[src/rtl/sensor_pkg.sv]
// Shared definitions for the sensor request path: FSM states, error codes,
// default device map base and command codes.
package sensor_pkg;

    typedef enum logic [1:0] {
        ST_IDLE      = 2'd0,
        ST_WAIT_ADDR = 2'd1,
        ST_PRESENT   = 2'd2
    } state_t;

    localparam logic [1:0] ERR_NONE    = 2'd0;
    localparam logic [1:0] ERR_TIMEOUT = 2'd1;
    localparam logic [1:0] ERR_ADDR    = 2'd2;
    localparam logic [1:0] ERR_CMD     = 2'd3;

    // The DHT11 sits at device 0 of the map.
    localparam logic [7:0] DHT11_ADDR_BASE = 8'h20;

    localparam logic [7:0] CMD_NOP         = 8'h00;
    localparam logic [7:0] CMD_READ_TEMP   = 8'h01;
    localparam logic [7:0] CMD_READ_HUMID  = 8'h02;
    localparam logic [7:0] CMD_READ_BOTH   = 8'h03;
    localparam logic [7:0] CMD_STATUS      = 8'h04;
    localparam logic [7:0] CMD_RESET_DEV   = 8'h05;
    localparam logic [7:0] CMD_CALIBRATE   = 8'h06;
    localparam logic [7:0] CMD_IDENTIFY    = 8'h07;
    localparam logic [7:0] DEFAULT_MAX_CMD = 8'h07;

endpackage

[src/rtl/sensor_request_decoder_if.sv]
// Bundle between the UART receiver, the request decoder and the sensor-side consumer.
// The master modport is the decoder; the slave modport is its surrounding environment.
interface sensor_request_decoder_if #(
    parameter int NUM_DEVICES = 32
);
    logic                   rx_valid;
    logic [7:0]             rx_data;
    logic                   req_valid;
    logic                   req_ack;
    logic [7:0]             request;
    logic [NUM_DEVICES-1:0] device_selector;
    logic                   device_selected;
    logic                   req_error;
    logic [1:0]             error_code;
    logic [7:0]             drop_count;
    logic [1:0]             debug_state;

    modport master (
        input  rx_valid, rx_data, req_ack,
        output req_valid, request, device_selector, device_selected,
               req_error, error_code, drop_count, debug_state
    );

    modport slave (
        output rx_valid, rx_data, req_ack,
        input  req_valid, request, device_selector, device_selected,
               req_error, error_code, drop_count, debug_state
    );
endinterface

[src/rtl/sensor_addr_decode.sv]
// Combinational address decoder: maps an address byte onto a one-hot device selector.
// Range checks are done in 9 bits so the top of the map never wraps past 8'hFF.
module sensor_addr_decode #(
    parameter int         NUM_DEVICES = 32,
    parameter logic [7:0] ADDR_BASE   = 8'h20
) (
    input  logic [7:0]             addr,
    output logic [NUM_DEVICES-1:0] one_hot,
    output logic                   hit
);
    localparam logic [8:0] BASE_EXT = {1'b0, ADDR_BASE};
    localparam logic [8:0] LAST_EXT = BASE_EXT + 9'(NUM_DEVICES - 1);

    logic [8:0] addr_ext;
    logic [8:0] offset;

    assign addr_ext = {1'b0, addr};
    assign offset   = addr_ext - BASE_EXT;
    assign hit      = (addr_ext >= BASE_EXT) && (addr_ext <= LAST_EXT);

    always_comb begin
        one_hot = '0;
        for (int i = 0; i < NUM_DEVICES; i++) begin
            one_hot[i] = hit && (offset == 9'(i));
        end
    end
endmodule

[src/rtl/sensor_request_decoder.sv]
// Assembles command+address byte pairs from the UART into a held, decoded request,
// reporting inter-byte timeouts, unmapped addresses and illegal commands as errors.
module sensor_request_decoder
    import sensor_pkg::*;
#(
    parameter int         NUM_DEVICES    = 32,
    parameter logic [7:0] ADDR_BASE      = DHT11_ADDR_BASE,
    parameter logic [7:0] MAX_CMD        = DEFAULT_MAX_CMD,
    parameter int         TIMEOUT_CYCLES = 50000
) (
    input logic                      clock,
    input logic                      reset,
    sensor_request_decoder_if.master bus
);
    localparam int               TIMER_W    = $clog2(TIMEOUT_CYCLES);
    localparam logic [TIMER_W-1:0] TIMER_LAST = TIMER_W'(TIMEOUT_CYCLES - 1);

    state_t                 state_q, state_d;
    logic [TIMER_W-1:0]     timer_q, timer_d, timer_inc;
    logic [7:0]             cmd_q, cmd_d;
    logic                   req_valid_q, req_valid_d;
    logic [7:0]             request_q, request_d;
    logic [NUM_DEVICES-1:0] selector_q, selector_d;
    logic                   req_error_q, req_error_d;
    logic [1:0]             error_code_q, error_code_d;
    logic [7:0]             drop_q, drop_d;

    logic [NUM_DEVICES-1:0] dec_one_hot;
    logic                   dec_hit;

    sensor_addr_decode #(
        .NUM_DEVICES (NUM_DEVICES),
        .ADDR_BASE   (ADDR_BASE)
    ) u_addr_decode (
        .addr    (bus.rx_data),
        .one_hot (dec_one_hot),
        .hit     (dec_hit)
    );

    assign timer_inc = timer_q + 1'b1;

    always_ff @(posedge clock) begin
        if (reset) begin
            state_q      <= ST_IDLE;
            timer_q      <= '0;
            cmd_q        <= '0;
            req_valid_q  <= 1'b0;
            request_q    <= '0;
            selector_q   <= '0;
            req_error_q  <= 1'b0;
            error_code_q <= ERR_NONE;
            drop_q       <= '0;
        end else begin
            state_q      <= state_d;
            timer_q      <= timer_d;
            cmd_q        <= cmd_d;
            req_valid_q  <= req_valid_d;
            request_q    <= request_d;
            selector_q   <= selector_d;
            req_error_q  <= req_error_d;
            error_code_q <= error_code_d;
            drop_q       <= drop_d;
        end
    end

    always_comb begin
        state_d      = state_q;
        timer_d      = timer_q;
        cmd_d        = cmd_q;
        req_valid_d  = req_valid_q;
        request_d    = request_q;
        selector_d   = selector_q;
        req_error_d  = req_error_q;
        error_code_d = error_code_q;
        drop_d       = drop_q;

        case (state_q)
            ST_IDLE: begin
                if (bus.rx_valid) begin
                    cmd_d   = bus.rx_data;
                    timer_d = '0;
                    state_d = ST_WAIT_ADDR;
                end
            end

            ST_WAIT_ADDR: begin
                // An address byte arriving on the timeout cycle still wins.
                if (bus.rx_valid) begin
                    state_d     = ST_PRESENT;
                    req_valid_d = 1'b1;
                    request_d   = cmd_q;
                    if (cmd_q > MAX_CMD) begin
                        selector_d   = '0;
                        req_error_d  = 1'b1;
                        error_code_d = ERR_CMD;
                    end else if (!dec_hit) begin
                        selector_d   = '0;
                        req_error_d  = 1'b1;
                        error_code_d = ERR_ADDR;
                    end else begin
                        selector_d   = dec_one_hot;
                        req_error_d  = 1'b0;
                        error_code_d = ERR_NONE;
                    end
                end else if (timer_inc == TIMER_LAST) begin
                    state_d      = ST_PRESENT;
                    req_valid_d  = 1'b1;
                    request_d    = cmd_q;
                    selector_d   = '0;
                    req_error_d  = 1'b1;
                    error_code_d = ERR_TIMEOUT;
                end else begin
                    timer_d = timer_inc;
                end
            end

            ST_PRESENT: begin
                if (bus.rx_valid && (drop_q != 8'hFF)) begin
                    drop_d = drop_q + 8'd1;
                end
                if (bus.req_ack) begin
                    state_d      = ST_IDLE;
                    req_valid_d  = 1'b0;
                    selector_d   = '0;
                    req_error_d  = 1'b0;
                    error_code_d = ERR_NONE;
                end
            end

            default: begin
                state_d = ST_IDLE;
            end
        endcase
    end

    assign bus.req_valid       = req_valid_q;
    assign bus.request         = request_q;
    assign bus.device_selector = selector_q;
    assign bus.device_selected = |selector_q;
    assign bus.req_error       = req_error_q;
    assign bus.error_code      = error_code_q;
    assign bus.drop_count      = drop_q;
    assign bus.debug_state     = state_q;
endmodule
[src/flat_wrapper.sv]
// flat-port wrapper written by rule: the top's interface ports become plain ports
module sensor_request_decoder_flat import sensor_pkg::*;
#(
    parameter int         NUM_DEVICES    = 32,
    parameter logic [7:0] ADDR_BASE      = DHT11_ADDR_BASE,
    parameter logic [7:0] MAX_CMD        = DEFAULT_MAX_CMD,
    parameter int         TIMEOUT_CYCLES = 50000
)
  (clock, reset, bus_rx_valid, bus_rx_data, bus_req_ack, bus_req_valid, bus_request, bus_device_selector, bus_device_selected, bus_req_error, bus_error_code, bus_drop_count, bus_debug_state);
  sensor_request_decoder_if #(.NUM_DEVICES(NUM_DEVICES)) bus_i ();
  input logic clock;
  input logic reset;
  input wire logic [$bits(bus_i.rx_valid)-1:0] bus_rx_valid;
  input wire logic [$bits(bus_i.rx_data)-1:0] bus_rx_data;
  input wire logic [$bits(bus_i.req_ack)-1:0] bus_req_ack;
  output wire logic [$bits(bus_i.req_valid)-1:0] bus_req_valid;
  output wire logic [$bits(bus_i.request)-1:0] bus_request;
  output wire logic [$bits(bus_i.device_selector)-1:0] bus_device_selector;
  output wire logic [$bits(bus_i.device_selected)-1:0] bus_device_selected;
  output wire logic [$bits(bus_i.req_error)-1:0] bus_req_error;
  output wire logic [$bits(bus_i.error_code)-1:0] bus_error_code;
  output wire logic [$bits(bus_i.drop_count)-1:0] bus_drop_count;
  output wire logic [$bits(bus_i.debug_state)-1:0] bus_debug_state;
  assign bus_i.rx_valid = bus_rx_valid;
  assign bus_i.rx_data = bus_rx_data;
  assign bus_i.req_ack = bus_req_ack;
  assign bus_req_valid = bus_i.req_valid;
  assign bus_request = bus_i.request;
  assign bus_device_selector = bus_i.device_selector;
  assign bus_device_selected = bus_i.device_selected;
  assign bus_req_error = bus_i.req_error;
  assign bus_error_code = bus_i.error_code;
  assign bus_drop_count = bus_i.drop_count;
  assign bus_debug_state = bus_i.debug_state;
  sensor_request_decoder #(.NUM_DEVICES(NUM_DEVICES), .ADDR_BASE(ADDR_BASE), .MAX_CMD(MAX_CMD), .TIMEOUT_CYCLES(TIMEOUT_CYCLES)) u_core (.clock(clock), .reset(reset), .bus(bus_i));
endmodule
[config.mk]
export PLATFORM = sky130hd
export DESIGN_NAME = sensor_request_decoder_flat
export DESIGN_NICKNAME = d
export VERILOG_FILES = /design/src/rtl/sensor_pkg.sv /design/src/rtl/sensor_request_decoder_if.sv /design/src/rtl/sensor_addr_decode.sv /design/src/rtl/sensor_request_decoder.sv /design/src/flat_wrapper.sv
export SDC_FILE = /design/constraint.sdc
export NUM_CORES = 1
export LEC_CHECK = 0
export ABC_AREA = 1
export CORE_ASPECT_RATIO = 1.5
export CORE_MARGIN = 8
export CORE_UTILIZATION = 31
export DETAILED_ROUTE_END_ITERATION = 10
export GPL_TIMING_DRIVEN = 1
export SYNTH_ARGS = -nofsm -noshare
export SYNTH_HDL_FRONTEND = slang
export SYNTH_SLANG_ARGS = --single-unit
[constraint.sdc]
create_clock -name clock -period 2.1 [get_ports clock]
set_input_delay 0.42 -clock clock [delete_from_list [all_inputs] [get_ports clock]]
set_output_delay 0.42 -clock clock [all_outputs]
set_load 0.02 [all_outputs]
* Word level (Yosys, flattened, before mapping)
Index checks and enable logic that the tools add are counted.
Storage, ports and cells: bits in registers 78, input bits 12, output and inout port bits 55, word-level logic and storage cells 131
Operators by class: add/subtract/negate cells 3, $lt $le $gt $ge 3, eq/ne operators 40, multiplexer cells 30, reduce and logical (&&, ||, !) cells 46
Operators by type and width (count):
- $mux W32 | 5
- $eq A9 B5 Y1 const B | 16
- $eq A9 B4 Y1 const B | 8
- $pmux W32 S2 | 1
- $mux W16 | 3
- $eq A9 B3 Y1 const B | 4
- $logic_and A1 B1 Y1 | 34
- $pmux W16 S2 | 1
- $reduce_or A32 Y1 | 1
- $eq A9 B2 Y1 const B | 2
- $add A16 B1 Y16 const B | 1
- $eq A16 B16 Y1 const B | 1
- $mux W2 | 8
- $mux W8 | 2
- $eq A9 B1 Y1 const B | 1
- $logic_not A9 Y1 | 1
- $sub A8 B6 Y9 const B | 1
- $add A8 B1 Y8 const B | 1
- $ge A8 B6 Y1 const B | 1
- $gt A8 B3 Y1 const B | 1
- $le A8 B6 Y1 const B | 1
- $ne A2 B2 Y1 const B | 4
- $ne A8 B8 Y1 const B | 1
- $mux W1 | 6
- other kinds (11) | 17

* Logic depth before layout (Yosys ltp)
Gate-level depths: netlist of the first run.
depth after elaboration 7, gate-level depth with buffers 16, gate-level depth less buffers 15

* Cells and area by module
From an unflattened synthesis of the first run, not the netlist that was laid out.
Second synthesis, totals: cells, all modules 678, area total of the unflattened synthesis 4559.4 um2
Modules (own cells, without submodules):
- sensor_request_decoder | times used 1, cells each 562, area each 3852.4 um2, sequential area each 1561.5 um2
- sensor_addr_decode | times used 1, cells each 116, area each 706.9 um2, sequential area each 0.0 um2

* Worst setup path before layout of the first run
Ideal clock, no wire load.
kind register to register, from register u_core.state_q[0] (netlist: u_core.bus.debug_state[0]), to register u_core.timer_q[13], setup time 0.071 ns, arrival time 1.965 ns, data required time 2.029 ns, path slack 0.065 ns, cell stages (with the launch flop) 7, path buffers 1, clock period less this slack 2.035 ns, path through dfxtp_1 > inv_1 > ha_1 > nor3_1 > clkbuf_1 > nand4_1 > a21oi_1
On the way: word-level cells in the longest chain between the ends 3, elaborated cells between the ends (all ways) 8, classes of those cells eq/ne (4); mux (1); reduce/logical (3)
Ends and longest elaborated chain:
- from (decl) | line sensor_request_decoder.sv:18 | state_t state_q, state_d;
- from (signal assigned) | line sensor_request_decoder.sv:54 | state_q <= state_d;
- $eq A2 B1 Y1 or $logic_not A2 Y1 (tied branches) | line sensor_request_decoder.sv:77 | case (state_q)
- $ne A2 B2 Y1 (no source line) or $reduce_bool A2 Y1 (tied branches)
- $reduce_and A4 Y1 (no source line)
- to (signal assigned) | line sensor_request_decoder.sv:55 | timer_q <= timer_d;
- to (decl) | line sensor_request_decoder.sv:19 | logic [TIMER_W-1:0] timer_q, timer_d, timer_inc;
Parallel ways exist; a longest one is shown, timed or not. A chain may end at the register's enable or synchronous reset.

* Worst setup path in the final report of the first run
from register u_core.selector_q[19] (netlist: u_core.bus.device_selector[19]), to output bus_device_selected
On the way: word-level cells in the longest chain between the ends 1
Ends and longest elaborated chain:
- from (decl) | line sensor_request_decoder.sv:23 | logic [NUM_DEVICES-1:0] selector_q, selector_d;
- from (signal assigned) | line sensor_request_decoder.sv:59 | selector_q <= selector_d;
- $reduce_or A32 Y1 | line sensor_request_decoder.sv:139 | assign bus.device_selected = |selector_q;
- to (decl) | line flat_wrapper.sv:19 | output wire logic [$bits(bus_i.device_selected)-1:0] bus_device_selected;
Every way passes these cells.

==> results.yml, run 1 <==
sta:
  final.setup.worst_slack_ns: -0.2497
  grt_setup_unrepaired: "yes"
  fin_tns_setup_ns: -0.5094
  period_share_pct: 111.9
  period_needed_ns: 2.350
  fin_skew_ns: 0.007666
  worst_pin_slew_ns: 0.5789
  timing.fmax_ghz: 0.4256
  drv_slew: 0
  finalSetupViolCount: 16
  final_hold_viol_count: 0
  max-slew-margin-rel_pct: 61.40
worst_setup_path:
  r2r_slack_ns: -0.05
  cp-end-kind: "output port"
  cp_max_fo: 2
  reg2reg_depth: 16
  cp.required_ns: 1.68
  worstReg2RegStart: "u_core.timer_q[0]"
  worstSetupStartpointType: "register"
  r2r_end: "u_core.bus.device_selector[26]"
  worstSetupPathType: "reg2out"
  cp_data_arrival_time_ns: 1.93
clocking:
  clock_latency_ns: 0.34
  htreeDepth: 3
  cts_hold_buf: 0
  root_buffer: "clkbuf_16"
  clk_pin_slew_ns: 0.06
  cts_tree: "built"
  cts_inserted_buffers: 9
  clock_path_buffers: 2
  cts_sinks: 78
layout:
  antenna-diode-count: 0
  drive_gt1_share_pct: 31.35
  nets: 788
  fill_cells: 1267
  syn2layout_area_growth_pct: 63.49
synthesis:
  dominantRegCellSynth: "dfxtp_1"
  synth_fp_nets: 642
  synth_area_um2: 4143
  syn_area_per_cell_um2: 6.660
  async_reset_ff_share_pct: 0
  yosysSeqAreaShare_pct: 37.69
  synthCells: 622
  synth-edff-count: 0
  ys_ff_latch: 78
  synth.distinct_cells: 32
  synth_warnings: 0
run:
  maxCapViolations: 0
placement:
  gp_congestion: 0.8991
  dp_hpwl_um: 9986
  port_buffers: 66
status:
  status: "finished, violations left"
  violations: "setup timing"
global_route:
  antenna_found_initial: 0
  grt_pass1_wl_um: 22000
  overflow: 0
  grt_max_degree: 44
  grt_util_all_layers_pct: 15.98
  grt_pass1_vias: 4581
worst_hold_path:
  holdPathStages: 2
  hold_start: "u_core.cmd_q[0]"
  hold_end: "u_core.cmd_q[0]"
  hold_path.class: "reg2reg"
floorplan:
  die_y_um: 157.6
  rows: 51
  coreArea_um2: 13020
  start_util_pct: 31.82
  die_area_um2: 17390
  ios: 67
  die_w_um: 110.4
power_and_ir_drop:
  leakage_uw: 0.002739
  ir_drop_mv: 0.8006
  p_total_uw: 7639
  cellPowerDensity_nw_per_um2: 1128
routing:
  ant_nets: 0
  wl_per_cell_um: 15.82
  drtIter0Drc: 260
  route.vias.total: 4823
  drc: 0
  drt_wl_total_um: 14730
  via_per_inst: 5.180
  drtPass1Iterations: 8
-- through the flow --
stage	setup WS (ns)	utilization, %	instances	hold WS (ns)	instance area, um2
2_1_floorplan	0.06453	-	622	0.4239	4143
3_3_place_gp	-0.3879	42.13	890	0.4361	5484
3_5_place_dp	-0.3716	42.13	890	0.4349	5484
4_1_cts	-0.2924	46.11	916	0.4434	6002
5_1_grt	-0.3002	52.03	931	0.4779	6773
6_report	-0.2497	52.03	931	0.4433	6773
-- worst max-delay path, stage by stage, from the launching register on --
cell     delay (ns)
dfxtp_1        0.32
nor4_2         0.33
buf_4          0.16
nand4_1        0.16
or4_1          0.44
buf_2          0.17
-- power breakdown --
part	total, uW	internal (uW)	switching (uW)
logic	3860	1830	2030
clock network	1720	1100	619
registers	2060	1830	238
-- synthesized netlist by cell type, types with 4 or more instances --
cell type,n,area [um2]
nand3_1,89,445.4
nor4_1,7,43.79
nand2_1,128,480.5
buf_4,4,30.03
nor3_1,10,50.05
nand4_1,17,106.4
ha_1,8,100.1
nand3b_1,4,30.03
dfxtp_1,78,1562
buf_2,4,20.02
a21oi_1,72,360.4
inv_1,50,187.7
nor2_2,6,37.54
nor2_1,85,319.1
buf_6,4,45.04
clkbuf_1,18,67.56
o21ai_0,17,85.08
-- layer usage --
layer / vias to the layer above / global-route usage, % / routed length, um
li1: 2363 / - / -
met1: 2287 / 16.72 / 5739
met2: 133 / 29.13 / 7797
met3: 40 / 3.785 / 627
met4: 0 / 6.883 / 567
met5: - / 0 / 0
-- registers in the layout, indices dropped and copies added, names as in the netlist --
register / cells
u_core.bus.device_selector: 32
u_core.timer_q: 16
u_core.bus.req_valid: 1
u_core.bus.drop_count: 8
u_core.cmd_q: 8
u_core.bus.error_code: 2
u_core.bus.req_error: 1
u_core.bus.request: 8
u_core.bus.debug_state: 2
-- cells in the final DEF (no fill, tap or decap), types with 2 or more instances in the layout --
| cell type | count |
|---|---|
| nand2_1 | 109 |
| dlymetal6s2s_1 | 7 |
| nor2_4 | 7 |
| dfxtp_2 | 6 |
| buf_4 | 72 |
| clkbuf_8 | 2 |
| buf_6 | 8 |
| nand3_2 | 44 |
| nor3_1 | 9 |
| nor4_2 | 2 |
| clkdlybuf4s50_1 | 58 |
| inv_2 | 2 |
| nand3b_1 | 4 |
| nand2_4 | 3 |
| buf_12 | 10 |
| nand2_2 | 19 |
| a21oi_1 | 55 |
| nor2_1 | 74 |
| nand4_1 | 17 |
| ha_1 | 7 |
| a21oi_4 | 2 |
| dfxtp_1 | 71 |
| nand3_1 | 43 |
| clkbuf_16 | 14 |
| a21oi_2 | 15 |
| nand3_4 | 3 |
| o21ai_0 | 15 |
| nor2_2 | 10 |
| bufinv_16 | 2 |
| nor4_1 | 5 |
| inv_1 | 48 |
| nand2_8 | 7 |
-- area by class of cell --
| cell class | count | area [um2] | share of cell area [%] |
|---|---|---|---|
| Sequential cell | 78 | 1573 | 23.22 |
| Tap cell | 159 | 198.9 | 2.937 |
| Inverter | 51 | 193.9 | 2.863 |
| Clock buffer | 12 | 256.5 | 3.787 |
| Clock inverter | 3 | 67.56 | 0.9976 |
| Multi-Input combinational cell | 466 | 2826 | 41.73 |
| Timing Repair Buffer | 162 | 1657 | 24.46 |
-- timing repair --
| action | CTS | global route |
|---|---|---|
| endpoints found under the setup margin | 63 | 63 |
| gates resized for setup | 26 | 135 |
| setup buffers | 9 | 6 |
| gates cloned | 2 | 9 |
| hold endpoints to repair | 0 | 0 |
| pin swaps | 6 | 56 |
-- logic make-up after synthesis --
kind of cell,count (synthesis),share of synthesized area (%)
compound gates,94,11.63
xor+xnor,3,0.6344
fa+ha+maj,8,2.416
buf+inv,83,8.728
flops,78,37.69
simple gates,356,38.90
-- worst max path at each step --
| stage | start | end | slack (ns) | depth (start not counted) |
|---|---|---|---|---|
| after global placement | u_core.bus.device_selector[16] | bus_device_selected | -0.39 | 5 |
| after floorplan | u_core.bus.debug_state[0] | u_core.timer_q[13] | 0.06 | 6 |
| final | u_core.bus.device_selector[19] | bus_device_selected | -0.25 | 5 |
| after global routing | u_core.bus.device_selector[28] | bus_device_selected | -0.30 | 5 |
| after detailed placement | bus_rx_data[5] | u_core.bus.device_selector[26] | -0.37 | 14 |
| after CTS | u_core.bus.device_selector[19] | bus_device_selected | -0.29 | 5 |
No activity file was read; power rests on OpenSTA's default activity.
==> run 2: changes to the inputs <==
Settings changed: CORE_ASPECT_RATIO 1.5 to 1.75.
==> run 2 against run 1 <==
Against the previous run:
- the flow still finishes with violations (setup timing)
- final cell count is 1.3% higher
- power is 0.30% lower
- critical path type unchanged
- design area is 1.2% higher
- combinational power hardly changed
- count of clock-buffer cells in the layout is 1 higher
- global-route usage is 0.26 points higher
- non-clock buffer count is 4 lower
- utilization is 0.28 points lower
- via count is 1.2% lower
- clock skew hardly changed
==> results.yml, run 2 (same netlist as run 1, synthesis figures left out) <==
worst_setup_path:
  worstSetupPathType: "reg2out"
  cp.required_ns: 1.68
  r2r_slack_ns: 0
  worstSetupStartpointType: "register"
  cp_max_fo: 2
  cp_data_arrival_time_ns: 1.91
  cp-end-kind: "output port"
clocking:
  clock_path_buffers: 2
  clock_latency_ns: 0.34
  htreeDepth: 3
  cts_sinks: 78
  cts_inserted_buffers: 9
  clk_pin_slew_ns: 0.06
  cts_hold_buf: 0
  root_buffer: "clkbuf_16"
  cts_tree: "built"
sta:
  period_needed_ns: 2.328
  fin_skew_ns: 0.007550
  timing.fmax_ghz: 0.4296
  worst_pin_slew_ns: 0.4255
  max-slew-margin-rel_pct: 71.63
  finalSetupViolCount: 1
  final_hold_viol_count: 0
  grt_setup_unrepaired: "yes"
  fin_worst_hold_slack_ns: 0.4726
  period_share_pct: 110.9
  final.setup.worst_slack_ns: -0.2279
  drv_slew: 0
power_and_ir_drop:
  ir_drop_mv: 0.8111
  leakage_uw: 0.002659
  cellPowerDensity_nw_per_um2: 1111
placement:
  dp_hpwl_um: 10270
  dpl_worst_slack_ns: -0.5554
  gp_congestion: 0.8763
  postPlaceCellArea_um2: 5535
  dpl.cell_count: 911
  port_buffers: 66
layout:
  postLayoutCellArea_um2: 6853
  drive_gt1_share_pct: 34.33
  stdcell_count: 943
  antenna-diode-count: 0
  final_common_cell: "nand2_1"
  nets: 784
  fin_util_pct: 51.75
  syn2layout_area_growth_pct: 65.42
  largest_reg_flops: 32
  layout_common_cells: "nand2_1 (105), nor2_1 (74), dfxtp_1 (72)"
floorplan:
  die_w_um: 103.4
  die_y_um: 168.9
  die_area_um2: 17460
  coreArea_um2: 13240
  rows: 56
  start_util_pct: 31.28
  ios: 67
run:
  maxCapViolations: 0
routing:
  drt_wl_total_um: 14800
  route.vias.total: 4763
  wl_per_cell_um: 15.70
  drc: 0
  via_per_inst: 5.051
  ant_nets: 0
  drtPass1Iterations: 5
  drtIter0Drc: 213
status:
  violations: "setup timing"
  status: "finished, violations left"
global_route:
  grt_max_degree: 53
  overflow: 0
  grt_pass1_wl_um: 22390
  antenna_found_initial: 0
  grt_pass1_vias: 4857
  grt_util_all_layers_pct: 16.24
worst_hold_path:
  hold_path.class: "reg2reg"
==> run 2: cell count changes in the layout (fill, tap and decap cells not counted), moves of 5 or more <==
cell and delta:
nand3_1 -10, a21oi_2 +8, nand3_4 +8, dlymetal6s2s_1 -7, a21oi_1 -6, clkdlybuf4s50_1 +5, nor3_1 -5
==> run 2: final timing paths <==
check | start | endpoint | depth (start not counted)
worst max-delay path | u_core.bus.device_selector[30] | bus_device_selected | 5
worst min-delay path | u_core.cmd_q[1] | u_core.cmd_q[1] | 2
worst max register to register | u_core.timer_q[1] | u_core.bus.device_selector[7] | 16
worst min register to register | u_core.cmd_q[1] | u_core.cmd_q[1] | 2
==> run 2: power by group <==
group	switching [uW]	internal, uW	total [uW]	leakage (uW)
registers	245	1830	2070	0.000640
logic	2060	1840	3890	0.00186
clock network	603	1050	1650	0.000162
total	2900	4710	7620	0.00266
==> run 2: final cells by class <==
type	count	area, um2
clock buffers	13	280.3
clock inverters	3	40.04
fillers	1227	6390
inverters	51	193.9
multi-input cells	466	2990
flip-flops and latches	78	1569
well taps	174	217.7
repair buffers	158	1562
==> run 2: repair_timing <==
item | in CTS | in global routing
buffers inserted | 13 | 2
cloned | 4 | 4
resized for setup | 64 | 141
pin swaps | 28 | 64
setup endpoints to repair | 58 | 63
==> run 2: critical path: stages, from the launching register on <==
cell     delay (ns)
dfxtp_2        0.32
nor4_2         0.28
buf_4          0.16
nand4_1        0.19
or4_4          0.48
buf_6          0.15
==> run 2: metrics by stage <==
step | setup TNS [ns] | power (uW)
after floorplan | 0 | 3788
after global placement | -12.63 | 5271
after detailed placement | -14.81 | 5295
after CTS | -0.3417 | 7162
after global routing | -6.028 | 8085
final | -0.2279 | 7616
==> run 2: metal layers <==
layer	share of wire [%]	routed length, um	GRT usage [%]
met5	0	0	0
met3	3.3	489	2.921
met4	4.0	586	8.423
met1	36	5342	14.91
met2	57	8384	31.70
